### src/rtl/sdram_pkg.sv
// Shared definitions for the SDRAM read/write arbiter.
// Contents: FSM state encoding, grant direction, address field widths,
// burst/frame sizing, and the burst-address helper.
package sdram_pkg;

    localparam int BURST_LEN    = 512;
    localparam int FRAME_BURSTS = 1800;
    localparam int IDX_W        = 11;

    localparam int BANK_W = 2;
    localparam int ROW_W  = 13;
    localparam int COL_W  = 9;
    localparam int ADDR_W = BANK_W + ROW_W + COL_W;
    localparam int OFS_W  = ADDR_W - BANK_W;
    localparam int BURST_SH = $clog2(BURST_LEN);

    typedef enum logic [1:0] {
        ST_IDLE   = 2'd0,
        ST_REQ_WR = 2'd1,
        ST_REQ_RD = 2'd2,
        ST_WAIT   = 2'd3
    } arb_state_e;

    typedef enum logic {
        DIR_WR = 1'b0,
        DIR_RD = 1'b1
    } dir_e;

    // Bank MSB is always 0: the two frame buffers live in banks 0 and 1.
    function automatic logic [ADDR_W-1:0] burst_addr(input logic             bank_sel,
                                                     input logic [IDX_W-1:0] idx);
        logic [OFS_W-1:0] ofs;
        ofs = OFS_W'(idx) << BURST_SH;
        return {1'b0, bank_sel, ofs};
    endfunction

endpackage

### src/rtl/sdram_rw_arbiter_if.sv
// Handshake bundle between the FIFO-level logic, the arbiter and sdram_driver.
// master: arbiter side (needs/driver status in, requests/address/grants out).
// slave : environment side (FIFO logic + driver model).
interface sdram_rw_arbiter_if;
    import sdram_pkg::*;

    logic              wr_need;
    logic              rd_need;
    logic              rd_urgent;
    logic              wr_sop;
    logic              rd_sop;
    logic              drv_busy;
    logic              drv_ack;
    logic              drv_wr_req;
    logic              drv_rd_req;
    logic [ADDR_W-1:0] drv_addr;
    logic              wr_grant;
    logic              rd_grant;
    logic              frame_done;

    modport master (
        input  wr_need, rd_need, rd_urgent, wr_sop, rd_sop, drv_busy, drv_ack,
        output drv_wr_req, drv_rd_req, drv_addr, wr_grant, rd_grant, frame_done
    );

    modport slave (
        output wr_need, rd_need, rd_urgent, wr_sop, rd_sop, drv_busy, drv_ack,
        input  drv_wr_req, drv_rd_req, drv_addr, wr_grant, rd_grant, frame_done
    );

endinterface

### src/rtl/sdram_frame_addr.sv
// Burst index and frame-buffer select for one stream (write or read).
// Ports:
//   clk, rst_n  clock / async active-low reset
//   ack_i       a burst of this stream was accepted by the driver
//   sop_i       start of frame: index restarts, select loads sop_sel_i
//   sop_sel_i   buffer select to adopt on sop_i
//   idx_o       current burst index within the frame
//   sel_o       current buffer (bank) select
module sdram_frame_addr
    import sdram_pkg::*;
#(
    parameter int N_BURSTS       = FRAME_BURSTS,
    parameter bit TOGGLE_ON_WRAP = 1'b0,
    parameter bit SEL_RST        = 1'b0
) (
    input  logic             clk,
    input  logic             rst_n,
    input  logic             ack_i,
    input  logic             sop_i,
    input  logic             sop_sel_i,
    output logic [IDX_W-1:0] idx_o,
    output logic             sel_o
);

    logic [IDX_W-1:0] idx_q, idx_d;
    logic             sel_q, sel_d;
    logic             last_w;

    assign last_w = (idx_q == IDX_W'(N_BURSTS - 1));

    // Start-of-frame overrides a same-cycle ack.
    always_comb begin
        idx_d = idx_q;
        sel_d = sel_q;
        if (sop_i) begin
            idx_d = '0;
            sel_d = sop_sel_i;
        end else if (ack_i) begin
            if (last_w) begin
                idx_d = '0;
                if (TOGGLE_ON_WRAP) begin
                    sel_d = ~sel_q;
                end
            end else begin
                idx_d = idx_q + 1'b1;
            end
        end
    end

    always_ff @(posedge clk or negedge rst_n) begin
        if (!rst_n) begin
            idx_q <= '0;
            sel_q <= SEL_RST;
        end else begin
            idx_q <= idx_d;
            sel_q <= sel_d;
        end
    end

    assign idx_o = idx_q;
    assign sel_o = sel_q;

endmodule

### src/rtl/sdram_rw_arbiter.sv
// Shares the sdram_driver port between the camera write path and the VGA
// read path, one burst per grant, and ping-pongs frames between banks 0/1.
// Ports:
//   clk, rst_n  100 MHz clock / async active-low reset
//   bus         sdram_rw_arbiter_if.master (needs, sops, driver handshake,
//               requests, burst address, grants, frame_done)
//
// state     | meaning
// ----------+--------------------------------------------------
// ST_IDLE   | waiting for driver idle and a need; picks direction
// ST_REQ_WR | write request held with latched address until ack
// ST_REQ_RD | read request held with latched address until ack
// ST_WAIT   | burst in progress; leaves when driver drops busy
module sdram_rw_arbiter
    import sdram_pkg::*;
(
    input  logic                clk,
    input  logic                rst_n,
    sdram_rw_arbiter_if.master  bus
);

    localparam logic [IDX_W-1:0] LAST_IDX = IDX_W'(FRAME_BURSTS - 1);

    arb_state_e        state_q, state_d;
    logic [ADDR_W-1:0] addr_q, addr_d;
    dir_e              last_dir_q, last_dir_d;
    logic              last_full_q, last_full_d;

    logic [IDX_W-1:0]  wr_idx, rd_idx;
    logic              wr_bank, rd_bank;
    logic              wr_ack, rd_ack;
    logic              wr_req, rd_req;
    logic              wr_done;
    logic              pick_rd;

    // A frame completes only if no new camera frame restarts it this cycle.
    assign wr_done     = wr_ack & (wr_idx == LAST_IDX) & ~bus.wr_sop;
    // Read side sees the freshly completed bank when both happen together.
    assign last_full_d = wr_done ? wr_bank : last_full_q;

    sdram_frame_addr #(
        .N_BURSTS       (FRAME_BURSTS),
        .TOGGLE_ON_WRAP (1'b1),
        .SEL_RST        (1'b0)
    ) u_wr_addr (
        .clk       (clk),
        .rst_n     (rst_n),
        .ack_i     (wr_ack),
        .sop_i     (bus.wr_sop),
        .sop_sel_i (wr_bank),
        .idx_o     (wr_idx),
        .sel_o     (wr_bank)
    );

    sdram_frame_addr #(
        .N_BURSTS       (FRAME_BURSTS),
        .TOGGLE_ON_WRAP (1'b0),
        .SEL_RST        (1'b1)
    ) u_rd_addr (
        .clk       (clk),
        .rst_n     (rst_n),
        .ack_i     (rd_ack),
        .sop_i     (bus.rd_sop),
        .sop_sel_i (last_full_d),
        .idx_o     (rd_idx),
        .sel_o     (rd_bank)
    );

    // Urgent read beats round-robin; with both needs, alternate from last_dir.
    assign pick_rd = bus.rd_need &
                     (bus.rd_urgent | ~bus.wr_need | (last_dir_q == DIR_WR));

    always_comb begin
        state_d    = state_q;
        addr_d     = addr_q;
        last_dir_d = last_dir_q;
        wr_req     = 1'b0;
        rd_req     = 1'b0;
        wr_ack     = 1'b0;
        rd_ack     = 1'b0;
        case (state_q)
            ST_IDLE: begin
                if (!bus.drv_busy) begin
                    if (pick_rd) begin
                        state_d = ST_REQ_RD;
                        addr_d  = burst_addr(rd_bank, rd_idx);
                    end else if (bus.wr_need) begin
                        state_d = ST_REQ_WR;
                        addr_d  = burst_addr(wr_bank, wr_idx);
                    end
                end
            end
            ST_REQ_WR: begin
                wr_req = 1'b1;
                if (bus.drv_ack) begin
                    wr_ack     = 1'b1;
                    last_dir_d = DIR_WR;
                    state_d    = ST_WAIT;
                end
            end
            ST_REQ_RD: begin
                rd_req = 1'b1;
                if (bus.drv_ack) begin
                    rd_ack     = 1'b1;
                    last_dir_d = DIR_RD;
                    state_d    = ST_WAIT;
                end
            end
            ST_WAIT: begin
                if (!bus.drv_busy) begin
                    state_d = ST_IDLE;
                end
            end
            default: state_d = ST_IDLE;
        endcase
    end

    always_ff @(posedge clk or negedge rst_n) begin
        if (!rst_n) begin
            state_q     <= ST_IDLE;
            addr_q      <= '0;
            last_dir_q  <= DIR_RD;
            last_full_q <= 1'b1;
        end else begin
            state_q     <= state_d;
            addr_q      <= addr_d;
            last_dir_q  <= last_dir_d;
            last_full_q <= last_full_d;
        end
    end

    assign bus.drv_wr_req = wr_req;
    assign bus.drv_rd_req = rd_req;
    assign bus.drv_addr   = addr_q;
    assign bus.wr_grant   = wr_ack;
    assign bus.rd_grant   = rd_ack;
    assign bus.frame_done = wr_done;

endmodule

### src/flat_wrapper.sv
// flat-port wrapper written by rule: the top's interface ports become plain ports
module sdram_rw_arbiter_flat import sdram_pkg::*;
  (clk, rst_n, bus_wr_need, bus_rd_need, bus_rd_urgent, bus_wr_sop, bus_rd_sop, bus_drv_busy, bus_drv_ack, bus_drv_wr_req, bus_drv_rd_req, bus_drv_addr, bus_wr_grant, bus_rd_grant, bus_frame_done);
  sdram_rw_arbiter_if bus_i ();
  input  logic clk;
  input  logic rst_n;
  input wire logic [$bits(bus_i.wr_need)-1:0] bus_wr_need;
  input wire logic [$bits(bus_i.rd_need)-1:0] bus_rd_need;
  input wire logic [$bits(bus_i.rd_urgent)-1:0] bus_rd_urgent;
  input wire logic [$bits(bus_i.wr_sop)-1:0] bus_wr_sop;
  input wire logic [$bits(bus_i.rd_sop)-1:0] bus_rd_sop;
  input wire logic [$bits(bus_i.drv_busy)-1:0] bus_drv_busy;
  input wire logic [$bits(bus_i.drv_ack)-1:0] bus_drv_ack;
  output wire logic [$bits(bus_i.drv_wr_req)-1:0] bus_drv_wr_req;
  output wire logic [$bits(bus_i.drv_rd_req)-1:0] bus_drv_rd_req;
  output wire logic [$bits(bus_i.drv_addr)-1:0] bus_drv_addr;
  output wire logic [$bits(bus_i.wr_grant)-1:0] bus_wr_grant;
  output wire logic [$bits(bus_i.rd_grant)-1:0] bus_rd_grant;
  output wire logic [$bits(bus_i.frame_done)-1:0] bus_frame_done;
  assign bus_i.wr_need = bus_wr_need;
  assign bus_i.rd_need = bus_rd_need;
  assign bus_i.rd_urgent = bus_rd_urgent;
  assign bus_i.wr_sop = bus_wr_sop;
  assign bus_i.rd_sop = bus_rd_sop;
  assign bus_i.drv_busy = bus_drv_busy;
  assign bus_i.drv_ack = bus_drv_ack;
  assign bus_drv_wr_req = bus_i.drv_wr_req;
  assign bus_drv_rd_req = bus_i.drv_rd_req;
  assign bus_drv_addr = bus_i.drv_addr;
  assign bus_wr_grant = bus_i.wr_grant;
  assign bus_rd_grant = bus_i.rd_grant;
  assign bus_frame_done = bus_i.frame_done;
  sdram_rw_arbiter u_core (.clk(clk), .rst_n(rst_n), .bus(bus_i));
endmodule
### config.mk
export PLATFORM = sky130hd
export DESIGN_NAME = sdram_rw_arbiter_flat
export DESIGN_NICKNAME = d
export VERILOG_FILES = /design/src/rtl/sdram_pkg.sv /design/src/rtl/sdram_rw_arbiter_if.sv /design/src/rtl/sdram_frame_addr.sv /design/src/rtl/sdram_rw_arbiter.sv /design/src/flat_wrapper.sv
export SDC_FILE = /design/constraint.sdc
export NUM_CORES = 1
export LEC_CHECK = 0
export ABC_CLOCK_PERIOD_IN_PS = 5200
export CAP_MARGIN = 20
export CORE_UTILIZATION = 30
export CTS_CLUSTER_DIAMETER = 50
export DETAILED_ROUTE_END_ITERATION = 12
export HOLD_SLACK_MARGIN = 0.08
export PLACE_DENSITY = 0.56
export SYNTH_ARGS = -nofsm -noshare
export SYNTH_HDL_FRONTEND = slang
export SYNTH_HIERARCHICAL = 1
export SYNTH_SLANG_ARGS = --single-unit
export TNS_END_PERCENT = 20
### constraint.sdc
create_clock -name clk -period 5.2 [get_ports clk]
set_input_delay 0.52 -clock clk [delete_from_list [all_inputs] [get_ports clk]]
set_output_delay 0.52 -clock clk [all_outputs]
set_load 0.05 [all_outputs]
==> parameters.txt <==
Parameter                              Value

Worst setup path
  Critical path startpoint category ... input port
  Top fanout value on the critical path ... 9
  Required time of the critical path ... 4.68 ns
  Data arrival, critical path ... 2.59 ns
  Cells along the critical path ... clkdlybuf4s50_1, and4bb_2, nand2_1, nor3_2, clkdlybuf4s50_1
  Critical path buffer and inverter count ... 2
  Worst-path cell with the longest stage delay ... clkdlybuf4s50_1
  Max incr delay on CP ... 0.84 ns
  Endpoint kind of the worst setup timing path ... primary output
  Crit-path leading delay family ... buffers and inverters
  Category of the most critical setup path ... input port to primary output
  Most common cell on crit path ... clkdlybuf4s50_1

STA
  Max Transition Viols Final ... 0
  Setup repair after global routing missed its margin ... no
  Final Setup Violations ... 0
  Final-layout worst hold slack ... 0.3497 ns
  Worst-case clock skew ... 0.004267 ns
  Top achievable clock speed ... 321.1 MHz
  Clock period minus worst slack ... 3.114 ns
  Final Hold Viols ... 0
  Worst slew pin tran ... 0.9314 ns
  Slew HR ... 37.84%
  Total negative setup slack ... 0 ns
  Ratio of final minimum period to clock period ... 59.89%

Clock tree
  Clock transition at the registers of the reported paths ... 0.08 ns
  Buffer type at the clock tree root ... clkbuf_8
  TritonCTS clock tree ... yes
  Clk_lat worst skew ... 0.30 ns
  Number of sinks on the clock net ... 40
  Number of buffers created by CTS ... 5
  Bufs on Longest Clock Path ... 2
  CTS hold repair buffers ... 0
  Count of cells resized by post-cts repair ... 0
  H-Tree Depth ... 2
  Total setup buffers inserted after CTS ... 0

Placed design
  Total instance count after detailed placement ... 359
  Port buffer count ... 25
  Placer Congestion ... 0.7937
  Detailed placer's ending HPWL ... 3530 um

Drt
  Length of the first detailed-routing pass in iterations ... 4
  WL per Instance ... 13.48 um
  Number of DRC violations after detailed-routing iteration 0 ... 60
  Number of vias in the routed layout ... 1780
  DR vias/cell ... 4.850
  DRC violations left ... 0
  Sum of routed wire length over all layers ... 4948 um
  Remaining antenna violation count ... 0

Logic synthesis
  Proportion of synthesized flip-flops having asynchronous set or reset ... 100.0%
  Dominant register cell in the synthesized netlist ... dfrtp_1
  Multiplexer area fraction after synthesis ... 1.433%
  Simple logic cell fraction of the synthesized area ... 25.80%
  Xor and xnor area share after synthesis ... 6.174%
  Count of synthesis-stage warnings from yosys ... 6
  Synth Instances ... 245
  Sequential element share of the synthesized area ... 44.27%
  Number of distinct library cells after synthesis ... 49
  Area of the mapped netlist ... 2270 um2
  Number of flops mapped to enable cells by yosys ... 0
  Post-Synth Adder-Cell Area ... 3.308%
  Compound-Gate Fraction of Synth Area ... 11.52%
  Mean instance size in the synthesized netlist ... 9.264 um2
  Main combinational cell family by area after synthesis ... simple AND/OR/NAND/NOR gates
  Count of state elements after synthesis ... 40

Floorplanning
  FP Rows ... 31
  Ports ... 38
  Total Die Area ... 7917 um2
  Effective utilization at floorplan ... 31.13%
  Horizontal die dimension ... 88.98 um
  Core box area ... 7292 um2
  Die outline height ... 88.98 um

Layout
  Final-stage net count ... 282
  Filler cells ... 797
  Antenna diode count ... 0
  Layout cells sized above 1 ... 8.955%
  Area grow syn2layout ... 16.15%
  Final standard cell count with taps included and fillers excluded ... 367

Global routing
  Pin count of the biggest net entering global routing ... 41
  Wire length of the first global-routing pass ... 8259 um
  Antenna violations before repair ... 0
  GRT Resource Usage Total ... 13.79%
  Via count of the first global-routing pass ... 1660
  Leftover overflow at the end of global routing ... 0

Job
  Max Cap Viol ... 0

Power
  P per Cell Area ... 457.9 nW/um2
  Leakage component of the power ... 0.001036 uW
  Worst voltage drop across the vdd grid ... 0.1305 mV

Worst hold path
  Worst min path class ... input port to async pin

Run status
  Result of the run ... finished, final reports clean
-- Yosys cell counts, types with 2 or more instances --
cell	n	area share (%)
nand2_1	39	6.4
dfrtp_1	37	41
nor2_1	34	5.6
a31oi_1	14	3.9
buf_4	13	4.3
inv_1	8	1.3
xnor2_1	8	3.1
xor2_1	8	3.1
buf_2	7	1.5
ha_1	6	3.3
nand3_1	6	1.3
a21oi_1	4	0.88
nand2b_1	4	1.1
nand4_1	4	1.1
or3_1	4	1.1
dfstp_2	3	3.5
nand3b_1	3	0.99
nor4b_2	3	2.0
and2_1	2	0.55
and4_1	2	0.77
nand4b_1	2	0.77
nor2_2	2	0.55
nor3_1	2	0.44
nor3_2	2	0.88
o2111ai_1	2	0.77
o211ai_1	2	0.66
o21ai_1	2	0.44
-- per-stage QoR --
stage / power [uW] / setup WS [ns] / instance area (um2) / util [%]
after detailed placement: 1000 / 2.121 / 2544 / 34.88
after global routing: 1283 / 1.988 / 2636 / 36.15
after floorplan: 834.4 / 2.642 / 2311 / -
final: 1207 / 2.086 / 2636 / 36.15
after CTS: 1220 / 2.106 / 2636 / 36.15
after global placement: 994.5 / 2.118 / 2544 / 34.88
-- registers in the layout, indices dropped and copies added, names as in the netlist --
name	flops
u_core/bus.drv_addr	12
u_core/last_dir_q	1
u_core/last_full_q	1
u_core/state_q	2
u_core/u_rd_addr/idx_o	11
u_core/u_rd_addr/sel_o	1
u_core/u_wr_addr/idx_o	11
u_core/u_wr_addr/sel_o	1
-- layout make-up --
type / count / area (um2) / area share [%]
multi-input combinational: 187 / 1140 / 43.24
sequential: 40 / 1005 / 38.11
timing repair buffer: 25 / 245.2 / 9.302
tap: 99 / 123.9 / 4.699
clock buffer: 6 / 82.58 / 3.132
inverter: 8 / 30.03 / 1.139
clock inverter: 2 / 10.01 / 0.3797
-- worst reg2reg max path, stage by stage, from the launching register on --
cell	delay, ns
dfrtp_1	0.42
inv_1	0.10
ha_1	0.17
nand2_1	0.11
inv_1	0.22
nor4b_2	0.24
nand4b_1	0.16
nand2b_1	0.31
nor2_1	0.10
-- routing by layer --
layer / vias to the layer above / track usage, % / wire (um)
met2: 37 / 21.54 / 2249
met1: 864 / 19.15 / 2452
li1: 874 / - / -
met5: - / 0 / 0
met3: 5 / 3.232 / 188
met4: 0 / 3.896 / 59
-- worst paths after layout --
kind / start / endpoint / slack [ns] / cells past startpoint
setup reg to reg: u_core/state_q[1] / u_core/u_wr_addr/idx_o[7] / 3.23 / 8
setup / recovery: bus_wr_sop / bus_frame_done / 2.09 / 5
min in group clk: u_core/last_dir_q / u_core/last_dir_q / 0.53 / 1
hold / removal: rst_n / u_core/bus.drv_addr[13] / 0.35 / 1
max in group asynchronous: rst_n / u_core/u_wr_addr/idx_o[9] / 4.29 / 1
hold reg to reg: u_core/last_dir_q / u_core/last_dir_q / 0.53 / 1
-- kinds of logic (layout without fill, tap and decap cells) --
| kind of cell | Yosys count | after routing |
|---|---|---|
| other cells | 1 | 12 |
| buf+inv | 29 | 41 |
| mux | 3 | 3 |
| xor+xnor | 16 | 16 |
| flops | 40 | 40 |
| simple gates | 115 | 115 |
| fa+ha+maj | 6 | 6 |
| compound gates | 35 | 35 |
-- cell usage in the layout (no fill, tap or decap), drive strengths merged, types with 3 or more instances in the layout --
cell / count
nand2: 39
nand3b: 3
nand3: 6
clkbuf: 6
nor4b: 3
nand4: 4
nand2b: 4
or3: 4
dfrtp: 37
o2111ai: 3
nor3: 4
clkdlybuf4s50: 24
inv: 8
conb: 12
ha: 6
a21oi: 4
nor2: 36
xor2: 8
dfstp: 3
xnor2: 8
a31oi: 14
-- where the power goes --
part           switching, uW  internal (uW)
Clock                    112            106
Sequential              46.3            381
Combinational            376            186
(Power assumes the default switching activity.)
==> variant: new RTL, same flow settings <==
The package constant `IDX_W` goes from 11 to 9.
--- a/src/rtl/sdram_pkg.sv
+++ b/src/rtl/sdram_pkg.sv
@@ -5,7 +5,7 @@
 
     localparam int BURST_LEN    = 512;
     localparam int FRAME_BURSTS = 1800;
-    localparam int IDX_W        = 11;
+    localparam int IDX_W        = 9;
 
     localparam int BANK_W = 2;
     localparam int ROW_W  = 13;
Check against the original RTL: no difference found for any inputs over 10 cycles, from zero or initial values and one cycle with rst_n low; that may be too few to reach the edited logic, so the function may still have changed.
==> variant against the unedited design <==
Setup slack improved by 0.20 ns; fmax grew 6.8%; total power down 12%; global-route usage shrank 0.35 points; hold slack better by 0.19 ns; count of clock-buffer cells in the layout is 2 higher; routed wire length decreased by 17%; synthesized area is 14% lower; clock skew grew 0.00057 ns; sequential cell count fell by 6; critical path depth is 1 lower; design area fell by 13%; largest cell class unchanged.
==> variant: results (changes against the unedited design) <==
Place:
- The total placed instance area is 0.00222 mm2 (was 0.00254 mm2).
- The final estimated routing congestion in global placement was 0.777 (was 0.794).
- The count of buffers from port buffering is 23 (was 25).
- The total half-perimeter wirelength after legalization and detailed placement is 2.94 mm (was 3.53 mm).

Drt:
- The sum of routed wire length over all layers is 4.11 mm (was 4.95 mm).
- The number of vias per cell came to 4.86 (was 4.85).
- The DRC marker count from the first detailed-route iteration is 100 (was 60).

Cells and area:
- The share of layout cells above drive strength 1 was 0.0909 (was 0.0896).
- The number of flip-flops under the largest register name is 10 (was 12).
- The number of nets in the final layout came to 256 (was 282).

GRT:
- The global-route wire length before repair is 6.71 mm (was 8.26 mm).
- The pin count of the biggest net entering global routing is 35 (was 41).

Worst setup path:
- The arrival time reported for the critical path endpoint was 2.40 ns (was 2.59 ns).

Timing:
- The clock skew after layout is 0.00484 ns (was 0.00427 ns).
- The measured slew at the worst slew-check pin is 0.508 ns (was 0.931 ns).

Logic synthesis:
- Commonest cells in the synthesized netlist: sky130_fd_sc_hd__nand2_1 (33), sky130_fd_sc_hd__dfrtp_1 (31), sky130_fd_sc_hd__nor2_1 (28) (was sky130_fd_sc_hd__nand2_1 (39), sky130_fd_sc_hd__dfrtp_1 (37), sky130_fd_sc_hd__nor2_1 (34)).
- The share of cell area taken by muxes after synthesis is 0.0333 (was 0.0143).
- The fraction of synthesized cell area taken by the top area cell type came to 0.397 (was 0.408).
- The xor/xnor cell area share of the yosys netlist is 0.0359 (was 0.0617).
- The number of distinct library cells after synthesis is 47 (was 49).
- The complex-gate fraction of the synthesized area is 0.125 (was 0.115).
- The adder-cell share of the synthesized area is 0.0385 (was 0.0331).
- The dominant synthesized flop cell is sky130_fd_sc_hd__dfrtp_1 (unchanged).
- Ranking of synthesized cells by area: sky130_fd_sc_hd__dfrtp_1 (40%), sky130_fd_sc_hd__nand2_1 (6.3%), sky130_fd_sc_hd__buf_4 (5.4%), sky130_fd_sc_hd__nor2_1 (5.4%), sky130_fd_sc_hd__dfstp_2 (4.0%) (was sky130_fd_sc_hd__dfrtp_1 (41%), sky130_fd_sc_hd__nand2_1 (6.4%), sky130_fd_sc_hd__nor2_1 (5.6%), sky130_fd_sc_hd__buf_4 (4.3%), sky130_fd_sc_hd__a31oi_1 (3.9%)).

Run status:
- Status: complete, no violations (unchanged).

Worst hold path:
- The path type of the worst min-delay path is reg2reg (was in2async).

Power and ir drop:
- The leakage power figure is 0.000957 uW (was 0.00104 uW).
- The worst voltage drop across the vdd grid came to 0.000285 V (was 0.000130 V).
## variant: cells by family after synthesis
logic type                 Yosys count
and+or+nand+nor                     95
AOI/OAI and AO/OA                   39
DFF                                 34
buffers and inverters               25
xor gates and xnor gates             8
adders and majority gates            6
muxes                                6
other                                1
## variant: layer usage
| metal | wire [um] | up-vias | part of all wire | track usage |
|---|---|---|---|---|
| met1 | 2000 | 734 | 0.49 | 0.185 |
| li1 | - | 767 | - | - |
| met5 | 0 | - | 0 | 0 |
| met4 | 68 | 0 | 0.017 | 0.0517 |
| met2 | 1850 | 41 | 0.45 | 0.196 |
| met3 | 197 | 8 | 0.048 | 0.0407 |
## variant: through the flow
step / utilization / std cells / setup WS [ns] / hold slack [ns]
finish: 0.365 / 319 / 2.28 / 0.535
global route: 0.365 / 319 / 2.16 / 0.550
CTS: 0.365 / 319 / 2.26 / 0.541
detailed placement: 0.352 / 311 / 2.28 / 0.531
global placement: 0.352 / 311 / 2.26 / 0.526
floorplan: - / 227 / 2.63 / 0.224
## variant: where the power goes
group	switching, uW	leakage, uW	internal [uW]	total, uW
sequential	40.4	0.000437	326	366
clock	94.6	0.0000395	95.2	190
combinational	337	0.000481	170	507
## variant: critical path, delay by kind of cell
family,cells,cell delay [ns]
buffers and inverters,2,1.40
AND/OR/NAND/NOR,2,0.48
## variant: area by class of cell
type                    instances  area, um2
clock buffers                   8       80.1
well taps                      77       96.3
repair buffers                 25        245
fillers                       670       4010
multi-input cells             168       1000
inverters                       7       26.3
flip-flops and latches         34        855
## variant: final timing paths
kind | startpoint | end | slack, ns | cells past startpoint
min in group asynchronous | rst_n | u_core/bus.drv_addr[17] | 0.65 | 2
hold / removal | u_core/u_rd_addr/sel_o | u_core/bus.drv_addr[22] | 0.53 | 2
setup / recovery | bus_wr_sop | bus_frame_done | 2.28 | 4
max in group asynchronous | rst_n | u_core/last_dir_q | 4.21 | 2
hold reg to reg | u_core/u_rd_addr/sel_o | u_core/bus.drv_addr[22] | 0.53 | 2
setup reg to reg | u_core/u_wr_addr/idx_o[6] | u_core/u_rd_addr/sel_o | 3.28 | 4
